<file path="src/rtl/axis_reg_slice_pipe.sv">
// AXI4-Stream register slice chain: STAGES cascaded skid / forward-only slices or a
// pure bypass, with a beat-occupancy counter for flow monitoring.

module axis_reg_slice_stage #(
  parameter int W    = 8,
  parameter int MODE = 0
) (
  input  logic         clk,
  input  logic         reset_n,
  input  logic         s_valid_i,
  output logic         s_ready_o,
  input  logic [W-1:0] s_data_i,
  output logic         m_valid_o,
  input  logic         m_ready_i,
  output logic [W-1:0] m_data_o
);
  if (MODE == 0) begin : g_skid
    typedef enum logic [1:0] {EMPTY, BUSY, FULL} state_t;
    state_t         state_q, state_d;
    logic           rdy_q;
    logic [W-1:0]   main_q, main_d, skid_q, skid_d;
    logic           in_hs, out_hs;

    assign in_hs  = s_valid_i & rdy_q;
    assign out_hs = (state_q != EMPTY) & m_ready_i;

    always_comb begin
      state_d = state_q;
      main_d  = main_q;
      skid_d  = skid_q;
      unique case (state_q)
        EMPTY: if (in_hs) begin
          main_d  = s_data_i;
          state_d = BUSY;
        end
        BUSY: begin
          if (in_hs && !out_hs) begin
            skid_d  = s_data_i;
            state_d = FULL;
          end else if (!in_hs && out_hs) begin
            state_d = EMPTY;
          end else if (in_hs && out_hs) begin
            main_d  = s_data_i;
          end
        end
        FULL: if (out_hs) begin
          main_d  = skid_q;
          state_d = BUSY;
        end
        default: state_d = EMPTY;
      endcase
    end

    // Ready is registered from the next state, so m_ready never reaches s_ready combinationally.
    always_ff @(posedge clk or negedge reset_n) begin
      if (!reset_n) begin
        state_q <= EMPTY;
        rdy_q   <= 1'b0;
        main_q  <= '0;
        skid_q  <= '0;
      end else begin
        state_q <= state_d;
        rdy_q   <= (state_d != FULL);
        main_q  <= main_d;
        skid_q  <= skid_d;
      end
    end

    assign s_ready_o = rdy_q;
    assign m_valid_o = (state_q != EMPTY);
    assign m_data_o  = main_q;
  end else begin : g_fwd
    logic         vld_q;
    logic [W-1:0] data_q;

    assign s_ready_o = !vld_q || m_ready_i;

    always_ff @(posedge clk or negedge reset_n) begin
      if (!reset_n) begin
        vld_q  <= 1'b0;
        data_q <= '0;
      end else if (s_ready_o) begin
        vld_q <= s_valid_i;
        if (s_valid_i) data_q <= s_data_i;
      end
    end

    assign m_valid_o = vld_q;
    assign m_data_o  = data_q;
  end
endmodule

module axis_reg_slice_pipe #(
  parameter int DATA_WIDTH = 32,
  parameter int USER_WIDTH = 1,
  parameter int STAGES     = 1,
  parameter int MODE       = 0,
  localparam int OCC_W     = $clog2(2*STAGES+1)
) (
  input  logic                    clk,
  input  logic                    reset_n,
  input  logic                    s_axis_tvalid,
  output logic                    s_axis_tready,
  input  logic [DATA_WIDTH-1:0]   s_axis_tdata,
  input  logic [DATA_WIDTH/8-1:0] s_axis_tkeep,
  input  logic                    s_axis_tlast,
  input  logic [USER_WIDTH-1:0]   s_axis_tuser,
  output logic                    m_axis_tvalid,
  input  logic                    m_axis_tready,
  output logic [DATA_WIDTH-1:0]   m_axis_tdata,
  output logic [DATA_WIDTH/8-1:0] m_axis_tkeep,
  output logic                    m_axis_tlast,
  output logic [USER_WIDTH-1:0]   m_axis_tuser,
  output logic [OCC_W-1:0]        occupancy
);
  localparam int KW = DATA_WIDTH / 8;
  localparam int W  = DATA_WIDTH + KW + 1 + USER_WIDTH;

  if (MODE == 2) begin : g_bypass
    // Bypass still honours reset: nothing is presented or accepted while reset is held.
    assign m_axis_tvalid = s_axis_tvalid & reset_n;
    assign s_axis_tready = m_axis_tready & reset_n;
    assign m_axis_tdata  = s_axis_tdata;
    assign m_axis_tkeep  = s_axis_tkeep;
    assign m_axis_tlast  = s_axis_tlast;
    assign m_axis_tuser  = s_axis_tuser;
    assign occupancy     = '0;
  end else begin : g_chain
    logic [STAGES:0]        vld;
    logic [STAGES:0]        rdy;
    logic [STAGES:0][W-1:0] dat;
    logic                   s_hs, m_hs;
    logic [OCC_W-1:0]       occ_q, occ_d;

    assign vld[0]      = s_axis_tvalid;
    assign dat[0]      = {s_axis_tdata, s_axis_tkeep, s_axis_tlast, s_axis_tuser};
    assign rdy[STAGES] = m_axis_tready;

    for (genvar i = 0; i < STAGES; i++) begin : g_stage
      axis_reg_slice_stage #(.W(W), .MODE(MODE)) u_stage (
        .clk       (clk),
        .reset_n   (reset_n),
        .s_valid_i (vld[i]),
        .s_ready_o (rdy[i]),
        .s_data_i  (dat[i]),
        .m_valid_o (vld[i+1]),
        .m_ready_i (rdy[i+1]),
        .m_data_o  (dat[i+1])
      );
    end

    assign s_axis_tready = rdy[0] & reset_n;
    assign m_axis_tvalid = vld[STAGES];
    assign {m_axis_tdata, m_axis_tkeep, m_axis_tlast, m_axis_tuser} = dat[STAGES];

    assign s_hs = s_axis_tvalid & s_axis_tready;
    assign m_hs = m_axis_tvalid & m_axis_tready;

    always_comb begin
      occ_d = occ_q;
      if (s_hs && !m_hs)      occ_d = occ_q + 1'b1;
      else if (!s_hs && m_hs) occ_d = occ_q - 1'b1;
    end

    always_ff @(posedge clk or negedge reset_n) begin
      if (!reset_n) occ_q <= '0;
      else          occ_q <= occ_d;
    end

    assign occupancy = occ_q;
  end
endmodule

</file>
<file path="config.mk">
export PLATFORM = sky130hd
export DESIGN_NAME = axis_reg_slice_pipe
export DESIGN_NICKNAME = d
export VERILOG_FILES = /design/src/rtl/axis_reg_slice_pipe.sv
export SDC_FILE = /design/constraint.sdc
export NUM_CORES = 1
export LEC_CHECK = 0
export BUFFER_PORTS_ARGS = -buffer_cell sky130_fd_sc_hd__buf_2
export CAP_MARGIN = 30
export CORE_AREA = 5 5 63 121
export DETAILED_ROUTE_END_ITERATION = 6
export DIE_AREA = 0 0 68 126
export PLACE_DENSITY_LB_ADDON = 0.25
export SETUP_SLACK_MARGIN = 0.4
export SLEW_MARGIN = 20
export SYNTH_ARGS = -nofsm -noshare
export SYNTH_HDL_FRONTEND = slang
export SYNTH_SLANG_ARGS = --single-unit
</file>
<file path="constraint.sdc">
create_clock -name clk -period 2.6 [get_ports clk]
set_input_delay 0.39 -clock clk [delete_from_list [all_inputs] [get_ports clk]]
set_output_delay 0.39 -clock clk [all_outputs]
set_load 0.05 [all_outputs]
</file>
* Word-level counts from Yosys, hierarchy flattened
Index checks and enable logic that the tools add are counted.
** Word-level totals
- Register bits after elaboration :: 81
- Input bits :: 42
- Output and inout port bits :: 42
- Word-level logic and storage cells :: 46
** Operators by class
- Add/subtract/negate cells :: 2
- Equal/unequal tests :: 8
- Mux-type cells :: 13
- Bitwise operators :: 4
- Reductions and logical operators :: 14
** Operators with widths (number)
- $mux W38 :: 5
- $pmux W38 S3 :: 1
- $mux W2 :: 6
- $ne A2 B1 Y1 const B :: 3
- $ne A2 B2 Y1 const B :: 3
- $pmux W2 S3 :: 1
- $reduce_and A6 Y1 :: 1
- $logic_and A1 B1 Y1 :: 5
- $and A1 B1 Y1 :: 4
- $reduce_bool A2 Y1 :: 2
- $logic_not A1 Y1 :: 3
- $reduce_bool A3 Y1 :: 1
- $add A2 B1 Y2 const B :: 1
- $eq A2 B1 Y1 const B :: 1
- $eq A2 B2 Y1 const B :: 1
- $logic_not A2 Y1 :: 1
- $reduce_and A2 Y1 :: 1
- $sub A2 B1 Y2 const B :: 1

* Logic depth before layout (Yosys ltp)
Gate-level depths: netlist of the first run.
- Word-level depth :: 7
- Depth in mapped cells :: 6
- Gate-level depth less buffers :: 6

* Hierarchy
Synthesis of the first run repeated with hierarchy kept, for this count alone.
** Unflattened totals
- Cell total of the unflattened synthesis :: 238
- Area total of the unflattened synthesis :: 3468.3 um^2
** By module, submodules not included
- axis_reg_slice_stage :: times used 1, cells each 228, area an instance 3359.5 um^2, sequential area each 1976.9 um^2
- axis_reg_slice_pipe :: times used 1, cells each 10, area an instance 108.9 um^2, sequential area each 50.0 um^2

* Worst setup path after synthesis of the first run
Ideal clock, no wire load.
- Kind :: reg-to-reg
- From :: register g_chain.g_stage[0].u_stage.g_skid.state_q[1]
- To :: register g_chain.g_stage[0].u_stage.g_skid.main_q[11]
- Setup time :: 0.128 ns
- Data arrival time :: 1.565 ns
- Required time :: 2.472 ns
- Path slack :: 0.907 ns
- Cell stages (with the launch flop) :: 6
- Path buffers :: 2
- Clock period less this slack :: 1.693 ns
- Cell sequence :: dfrtp_1 -> or2_4 -> o211ai_2 -> buf_6 -> buf_6 -> mux2_1
** Between the ends
- Cells in the longest elaborated chain, start to end :: 6
- Elaborated cells between the ends (all ways) :: 17
- Classes of those cells :: eq/ne: 7; mux: 1; bitwise: 1; reduce/logical: 8
** RTL lines
- from (decl) :: line 19 : state_t state_q, state_d;
- from (signal assigned) :: line 62 : state_q <= state_d;
- $reduce_bool A2 Y1 (*)
- named net m_axis_tvalid :: line 108 : output logic m_axis_tvalid,
- $and A1 B1 Y1 (*) :: line 25 : assign out_hs = (state_q != EMPTY) & m_ready_i;
- $logic_not A1 Y1 :: line 37 : if (in_hs && !out_hs) begin
- $logic_and A1 B1 Y1 :: line 37
- $ne A2 B2 Y1 (no line)
- $reduce_and A6 Y1 (no line) (*)
- to (signal assigned) :: line 64 : main_q <= main_d;
- to (decl) :: line 21 : logic [W-1:0] main_q, main_d, skid_q, skid_d;
Mark *: on every way through the listed nets, which the timed path passes. The rest lies on a longest branch.
A chain may end at the register's enable or synchronous reset.

* Final worst setup path of the first run
- From :: input port reset_n
- To :: output port s_axis_tready
** Between the ends
- Cells in the longest elaborated chain, start to end :: 1
** RTL lines
- from (decl) :: line 101 : input logic reset_n,
- $and A1 B1 Y1 :: line 152 : assign s_axis_tready = rdy[0] & reset_n;
- to (decl) :: line 103 : output logic s_axis_tready,
Every way passes these cells.

==> results of run 1 <==
[report_power, final]
group / internal (mW) / total, mW / leakage, nW / switching, mW
registers: 1.90 / 2.24 / 0.956 / 0.337
clock network: 0.748 / 1.22 / 0.149 / 0.473
logic: 1.07 / 2.86 / 1.02 / 1.78
total: 3.72 / 6.31 / 2.13 / 2.59
[sequential cells by signal, summed over array words and instances, names as in the netlist]
register                                flops
g_chain.g_stage.u_stage.g_skid.skid_q      38
g_chain.g_stage.u_stage.g_skid.state_q      2
g_chain.g_stage.u_stage.m_data_o           38
g_chain.g_stage.u_stage.s_ready_o           1
occupancy                                   2
[kinds of logic after synthesis]
kind of cell | count (synthesis) | synth area share [%]
flops | 81 | 55.1
compound gates | 3 | 0.782
buf+inv | 13 | 2.93
fa+ha+maj | 1 | 0.340
simple gates | 12 | 2.31
xor+xnor | 3 | 0.714
mux | 115 | 37.8
[layout make-up]
| class | instances | area [um2] | share of cell area, % |
|---|---|---|---|
| Sequential cell | 81 | 2030 | 45.2 |
| Multi-Input combinational cell | 134 | 1560 | 34.8 |
| Timing Repair Buffer | 90 | 489 | 10.9 |
| Clock buffer | 14 | 284 | 6.34 |
| Tap cell | 88 | 110 | 2.46 |
| Clock inverter | 2 | 10.0 | 0.223 |
| Inverter | 1 | 3.75 | 0.0837 |
[worst paths after layout]
check                                                                  startpoint                                                  endpoint  cells after the start
max                                                                       reset_n                                             s_axis_tready                      4
min                                                              s_axis_tdata[12]  g_chain.g_stage[0].u_stage.g_skid.skid_q[18]$_DFFE_PN0P_                      2
min reg2reg                                              occupancy[1]$_DFFE_PN0P_                                  occupancy[1]$_DFFE_PN0P_                      1
min in group asynchronous                                                 reset_n            g_chain.g_stage[0].u_stage.s_ready_o$_DFF_PN0_                      2
max reg2reg                g_chain.g_stage[0].u_stage.g_skid.state_q[1]$_DFF_PN0_       g_chain.g_stage[0].u_stage.m_data_o[23]$_DFFE_PN0P_                      4
max in group asynchronous                                                 reset_n   g_chain.g_stage[0].u_stage.g_skid.skid_q[0]$_DFFE_PN0P_                      3
[cells in the mapped netlist]
cell type | number | area, um2
a21o_1 | 1 | 7.51
and2_1 | 1 | 6.26
and3_1 | 1 | 6.26
buf_2 | 5 | 25.0
buf_6 | 7 | 78.8
dfrtp_1 | 81 | 2030
ha_1 | 1 | 12.5
inv_1 | 1 | 3.75
mux2_1 | 23 | 259
mux2_2 | 65 | 732
mux2_4 | 26 | 390
mux2i_1 | 1 | 10.0
nand2_1 | 2 | 7.51
nand2b_2 | 1 | 8.76
nand3b_1 | 1 | 7.51
nand4b_1 | 2 | 17.5
nor2_1 | 1 | 3.75
nor2b_1 | 1 | 6.26
nor3b_2 | 1 | 12.5
o211ai_2 | 1 | 12.5
o221ai_1 | 1 | 8.76
or2_4 | 1 | 8.76
xnor2_1 | 1 | 8.76
xor2_1 | 2 | 17.5
[what timing repair did]
item,in CTS,in global routing
resized for setup,0,1
setup endpoints to repair,0,1
buffers inserted,0,0
endpoints found under the hold margin,28,0
hold buffers,1,0
[per-stage QoR]
step | hold slack [ns] | setup slack [ns]
floorplan | 0.0944 | 0.907
global placement | 0.338 | 0.786
detailed placement | 0.341 | 0.756
CTS | 0.272 | 0.432
global route | 0.287 | 0.486
finish | 0.287 | 0.556
[worst max-delay path: stages]
cell and delay (ns):
dlygate4sd3_1 0.54, buf_6 0.27, and2_1 0.18, buf_2 0.26
[metal layers]
metal  up-vias  part of all wire (%)  track usage [%]
li1        993                     -                -
met1      1072                    38             21.3
met2        56                    54             30.4
met3        12                   4.8             4.72
met4         0                   2.5             8.44
met5         -                     0                0
==> flow_summary.yaml, run 1 <==
floorplanning:
  core-area_um2: 6570
  initial_core_util_pct: 56.0
  die_w_um: 68
  fp-row-count: 42
  die-area_um2: 8570
  die_h_um: 126
  io_pins: 84
worst_setup_path:
  start_kind: "primary input"
  end_kind: "primary output"
  ff2ff_setup_slack_ns: 0.76
  path_class: "primary input to primary output"
  arrival_ns: 1.65
  crit_fanout: 31
  crit_required_ns: 2.21
power_and_ir_drop:
  p_leak_nw: 2.13
  peakVddDrop_mv: 0.714
  power_mw: 6.31
  power_density_nw_per_um2: 1410
run:
  cap_violations: 0
global_route:
  grt-ovfl-total: 0
  grt_pass1_vias: 2378
  antenna_found_initial: 0
  grt_usage_pct: 18.3
  grt_max_degree: 54
  grt_first_pass_wirelength_um: 11600
routing:
  first_iter_violations: 68
  drt-total-wl_um: 7000
  postRouteAntennaNets: 0
  wl_per_cell_um: 17.1
  vias_per_cell: 5.20
  first_pass_iters: 4
  drc: 0
  dr_total_vias: 2133
placed_design:
  port_buffers: 83
  place_area_um2: 4180
  dp_hpwl_um: 4940
  dp_cells: 393
  place.gp.congestion: 0.737
logic_synthesis:
  yosysWarningCount: 0
  yosysUniqueCellTypes: 24
  ys_seq_area_share_pct: 55.1
  syn-num-nets: 271
  synth_area_um2: 3680
  syn_avg_cell_area_um2: 16.1
  syn_inst: 228
  ys_ff_latch: 81
sta:
  finalSetupViolCount: 0
  rsz0062_at_grt: "false"
  fin_worst_skew_ns: 0.00531
  tightest_slew_ns: 0.661
  relSlewSlack_pct: 55.9
  fmax_mhz: 489
  drv_slew: 0
  finalHoldViolCount: 0
  timing.final.crit_share_pct: 78.6
  setup-tns-final_ns: 0
  finalCriticalPeriod_ns: 2.04
clock_tree:
  root_buffer: "clkbuf_16"
  cts_sinks: 81
  clk_path_buf_depth: 2
  htree_num_levels: 3
  cts_tree: "yes"
  clk_latency_ns: 0.33
  clkTransAtPathRegs_ns: 0.06
  cts_buffers: 9
layout:
  nNetsFinal: 360
  final_common_cell: "buf_2"
  nFillCells: 498
  final_cell_mix: "buf_2, dfrtp_1, mux2_2"
  areaGrowthSynthToFinish_pct: 21.9
  n_antenna_cell: 0
  drive_gt1_share_pct: 61.8
  final_cells: 410
  utilization_pct: 68.2
  stdcell_area_um2: 4480
run_status:
  status: "complete, no violations"
hold_path:
  worstHoldPathType: "primary input to flip-flop"
Power figures use the tool's default switching activity.
==> run 2: changes to the inputs <==
Settings changed: CORE_AREA 5 5 63 121 to 5 5 68 132, DIE_AREA 0 0 68 126 to 0 0 73 137.
Clock period 2.6 ns to 1.74 ns, I/O delays scaled along.
==> flow_summary.yaml, run 2 (synthesis gave the netlist of run 1 again) <==
sta:
  timing.final.crit_share_pct: 94.6
  finalSetupViolCount: 0
  drv_slew: 0
  rsz0062_at_grt: "true"
  tightest_slew_ns: 0.715
  fin_worst_skew_ns: 0.00372
  relSlewSlack_pct: 52.3
  fmax_mhz: 607
  setup-tns-final_ns: 0
  finalCriticalPeriod_ns: 1.65
  finalHoldViolCount: 0
worst_setup_path:
  crit_required_ns: 1.96
  arrival_ns: 1.86
  start_kind: "flip-flop"
  path_class: "flip-flop to flip-flop"
  end_kind: "flip-flop"
  crit_fanout: 20
  r2r_cells: 4
power_and_ir_drop:
  p_sw_mw: 4.04
  intPower_mw: 6.27
  pwr-share-comb_pct: 48.5
  power_frac_clock_pct: 18.9
  p_leak_nw: 2.36
  p_seq_share_pct: 32.7
  swShare_pct: 39.2
  power_density_nw_per_um2: 2090
  peakVddDrop_mv: 1.15
clock_tree:
  root_buffer: "clkbuf_16"
  clk_path_buf_depth: 2
  clkTransAtPathRegs_ns: 0.06
  cts_sinks: 81
  clk_latency_ns: 0.33
  cts_tree: "yes"
  postCtsHoldBufs: 0
  cts_buffers: 9
  htree_num_levels: 3
routing:
  wl_per_cell_um: 17.8
  dr_total_vias: 2212
  drc: 0
  first_iter_violations: 112
  drt-total-wl_um: 7590
  postRouteAntennaNets: 0
  first_pass_iters: 4
  vias_per_cell: 5.18
run_status:
  status: "complete, no violations"
run:
  cap_violations: 0
floorplanning:
  die-area_um2: 10000
  die_w_um: 73
  fp-row-count: 46
  die_h_um: 137
  io_pins: 84
  initial_core_util_pct: 47.0
  core-area_um2: 7830
layout:
  drive_gt1_share_pct: 71.9
  final_cells: 427
  areaGrowthSynthToFinish_pct: 33.8
  n_antenna_cell: 0
  final_cell_mix: "dfrtp_1, buf_2, mux2_4"
  nFillCells: 644
  nNetsFinal: 370
hold_path:
  worstHoldPathType: "primary input to async pin"
global_route:
  antenna_found_initial: 0
  grt_pass1_vias: 2408
  grt_usage_pct: 16.2
  grt_max_degree: 82
  grt-ovfl-total: 0
  grt_first_pass_wirelength_um: 12100
placed_design:
  place.gp.congestion: 0.710
  dp_hpwl_um: 4890
  port_buffers: 83
  dp_cells: 403
[run 2: path summary, 6_finish.rpt]
kind                                                                        start                                                        to  slack (ns)
setup / recovery           g_chain.g_stage[0].u_stage.g_skid.state_q[1]$_DFF_PN0_       g_chain.g_stage[0].u_stage.m_data_o[30]$_DFFE_PN0P_        0.09
hold / removal                                                            reset_n  g_chain.g_stage[0].u_stage.g_skid.skid_q[21]$_DFFE_PN0P_        0.10
setup reg to reg           g_chain.g_stage[0].u_stage.g_skid.state_q[1]$_DFF_PN0_       g_chain.g_stage[0].u_stage.m_data_o[30]$_DFFE_PN0P_        0.09
hold reg to reg                                          occupancy[1]$_DFFE_PN0P_                                  occupancy[1]$_DFFE_PN0P_        0.47
max in group asynchronous                                                 reset_n    g_chain.g_stage[0].u_stage.g_skid.state_q[1]$_DFF_PN0_        1.11
min in group clk                                                  s_axis_tdata[4]  g_chain.g_stage[0].u_stage.g_skid.skid_q[10]$_DFFE_PN0P_        0.17
[run 2: cell type report]
cell class / instances / area [um2] / share of cell area (%)
Clock inverter: 2 / 35.0 / 0.712
Multi-Input combinational cell: 134 / 1740 / 35.4
Timing Repair Buffer: 100 / 711 / 14.4
Clock buffer: 13 / 280 / 5.69
Sequential cell: 81 / 2030 / 41.2
Inverter: 1 / 3.75 / 0.0763
Tap cell: 96 / 120 / 2.44
[run 2: routing by layer]
layer,wire length [um],GRT usage [%],share of wire [%],vias to the layer above
met5,0,0,0,-
met4,93,7.08,1.2,0
met3,438,4.56,5.8,6
met2,3890,25.2,51,58
met1,3170,20.7,42,1132
li1,-,-,-,1016
[run 2: worst max-delay path: stages (launching register included)]
cell and delay [ns]:
dfrtp_2 0.44, or2_4 0.27, o211ai_4 0.24, buf_12 0.24, mux2_2 0.35
[run 2: what timing repair did]
item / 4_1_cts / 5_1_grt
gates cloned: 3 / 0
endpoints found under the setup margin: 79 / 80
gates resized for setup: 21 / 15
pin swaps: 3 / 1
setup buffers: 6 / 0
[run 2: power by group through the flow]
| stage | Sequential, mW | Combinational (mW) | Clock [mW] |
|---|---|---|---|
| floorplan | 4.97 | 2.07 | 0 |
| global placement | 3.33 | 4.64 | 0 |
| detailed placement | 3.38 | 4.72 | 0 |
| CTS | 3.36 | 4.97 | 2.00 |
| global route | 3.48 | 5.23 | 2.09 |
| finish | 3.37 | 5.00 | 1.94 |
[run 2: metrics by stage]
stage	cell area, um2	power, mW	worst slack (ns)	utilization (%)	hold WS, ns
floorplan	3810	7.04	0.0473	-	-0.0346
global placement	4350	7.96	0.110	55.6	0.452
detailed placement	4350	8.09	0.0370	55.6	0.476
CTS	4870	10.3	0.0827	62.2	0.156
global route	4920	10.8	0.0256	62.9	0.160
finish	4920	10.3	0.0935	62.9	0.105
==> run 3: changes to the inputs <==
Settings changed: CORE_AREA 5 5 68 132 to 5 5 94 96, DIE_AREA 0 0 73 137 to 0 0 99 101, REMOVE_ABC_BUFFERS set to 1.
==> flow_summary.yaml, run 3 (synthesis gave the netlist of run 1 again) <==
worst_setup_path:
  path_class: "flip-flop to flip-flop"
  arrival_ns: 1.85
  cp_slowest_cell: "dfrtp_1"
  max_stage_delay_ns: 0.42
  crit_fanout: 18
  crit_required_ns: 1.97
  end_kind: "flip-flop"
  path_cells: "or2_4 -> o211ai_4 -> buf_12 -> mux2_2"
  crit_path_start: "g_chain.g_stage[0].u_stage.g_skid.state_q[0]$_DFF_PN0_"
  crit_buf_inv: 1
  worstReg2RegStart: "g_chain.g_stage[0].u_stage.g_skid.state_q[0]$_DFF_PN0_"
  cpLargestDelayFamily: "flip-flops"
  start_kind: "flip-flop"
clock_tree:
  clkTransAtPathRegs_ns: 0.08
  cts_buffers: 9
  cts_tree: "yes"
  root_buffer: "clkbuf_8"
  cts_sinks: 81
  clk_latency_ns: 0.34
  htree_num_levels: 3
  clk_path_buf_depth: 2
routing:
  first_pass_iters: 4
  vias_per_cell: 4.95
  drc: 0
  drt-total-wl_um: 7200
  first_iter_violations: 32
  postRouteAntennaNets: 0
  dr_total_vias: 2170
  wl_per_cell_um: 16.4
sta:
  timing.final.crit_share_pct: 93.1
  finalHoldViolCount: 0
  setup-tns-final_ns: 0
  finalCriticalPeriod_ns: 1.62
  setup_slack_ns: 0.121
  fmax_mhz: 618
  rsz0062_at_grt: "true"
  fin_worst_skew_ns: 0.0109
  holdWs_ns: 0.142
  drv_slew: 0
  relSlewSlack_pct: 69.0
  finalSetupViolCount: 0
  tightest_slew_ns: 0.466
power_and_ir_drop:
  power_density_nw_per_um2: 1990
  peakVddDrop_mv: 1.02
  p_leak_nw: 2.21
  power_mw: 9.36
placed_design:
  place.gp.congestion: 0.731
  dp_cells: 413
  place_area_um2: 4300
  pre_cts_ws_ns: 0.125
  port_buffers: 83
  dp_hpwl_um: 5010
layout:
  nNetsFinal: 371
  areaGrowthSynthToFinish_pct: 27.9
  final_cells: 438
  utilization_pct: 59.0
  drive_gt1_share_pct: 66.1
  final_common_cell: "dfrtp_1"
  regArea_um2: 2030
  stdcell_area_um2: 4700
  multi_input_area_um2: 1610
  final_cell_mix: "dfrtp_1, buf_2, mux2_2"
  nFillCells: 632
  n_antenna_cell: 0
floorplanning:
  initial_core_util_pct: 46.2
  die-area_um2: 10000
  die_w_um: 99
  fp-row-count: 33
  core-area_um2: 7970
  io_pins: 84
  die_h_um: 101
global_route:
  grt-ovfl-total: 0
  grt_first_pass_wirelength_um: 12100
  grt_pass1_vias: 2461
  antenna_found_initial: 0
  grt_max_degree: 49
  grt_usage_pct: 15.4
run_status:
  status: "complete, no violations"
hold_path:
  worstHoldPathType: "primary input to flip-flop"
  hp-start: "s_axis_tdata[18]"
run:
  cap_violations: 0
-- run 3: cell types whose count changed in the layout (fill, tap and decap cells not counted), sizes merged --
cell         delta
clkinv          +2
clkbuf          -1
clkinvlp        +1
buf             -1
dlygate4sd3     +1
-- run 3: metal layers --
layer,GRT usage [%],up-vias,wire length [um]
met5,0,-,0
met4,4.10,0,71
met3,5.12,9,409
met2,26.5,47,3640
met1,18.5,1092,3080
li1,-,1022,-
-- run 3: worst reg2reg max path, stage by stage (launching register included) --
cell and delay, ns:
dfrtp_1 0.42, or2_4 0.28, o211ai_4 0.23, buf_12 0.22, mux2_2 0.35
-- run 3: cell type report --
| type | instances | share of cell area, % |
|---|---|---|
| Sequential cell | 81 | 43.1 |
| Multi-Input combinational cell | 134 | 34.2 |
| Inverter | 1 | 0.0798 |
| Timing Repair Buffer | 101 | 15.3 |
| Clock inverter | 5 | 1.36 |
| Clock buffer | 11 | 3.22 |
| Tap cell | 105 | 2.79 |
-- run 3: power breakdown --
group	switching, mW	internal (mW)	leakage, nW
sequential	0.484	2.83	0.955
combinational	2.75	1.87	1.15
clock	0.684	0.749	0.106
-- run 3: final timing paths --
kind / endpoint / slack (ns) / cells after the start
setup / recovery: g_chain.g_stage[0].u_stage.m_data_o[36]$_DFFE_PN0P_ / 0.12 / 4
hold / removal: g_chain.g_stage[0].u_stage.g_skid.skid_q[24]$_DFFE_PN0P_ / 0.14 / 2
setup reg to reg: g_chain.g_stage[0].u_stage.m_data_o[36]$_DFFE_PN0P_ / 0.12 / 4
hold reg to reg: occupancy[1]$_DFFE_PN0P_ / 0.48 / 1
max in group asynchronous: g_chain.g_stage[0].u_stage.m_data_o[36]$_DFFE_PN0P_ / 0.62 / 4
min in group asynchronous: g_chain.g_stage[0].u_stage.m_data_o[17]$_DFFE_PN0P_ / 0.53 / 3
-- run 3: repair_timing --
| item | CTS | global route |
|---|---|---|
| cloned | 1 | 2 |
| endpoints found under the setup margin | 79 | 81 |
| pin swaps | 1 | 3 |
| resized for setup | 10 | 12 |
| hold buffers | 1 | 0 |
| hold endpoints to repair | 33 | 0 |
| setup buffers | 5 | 0 |
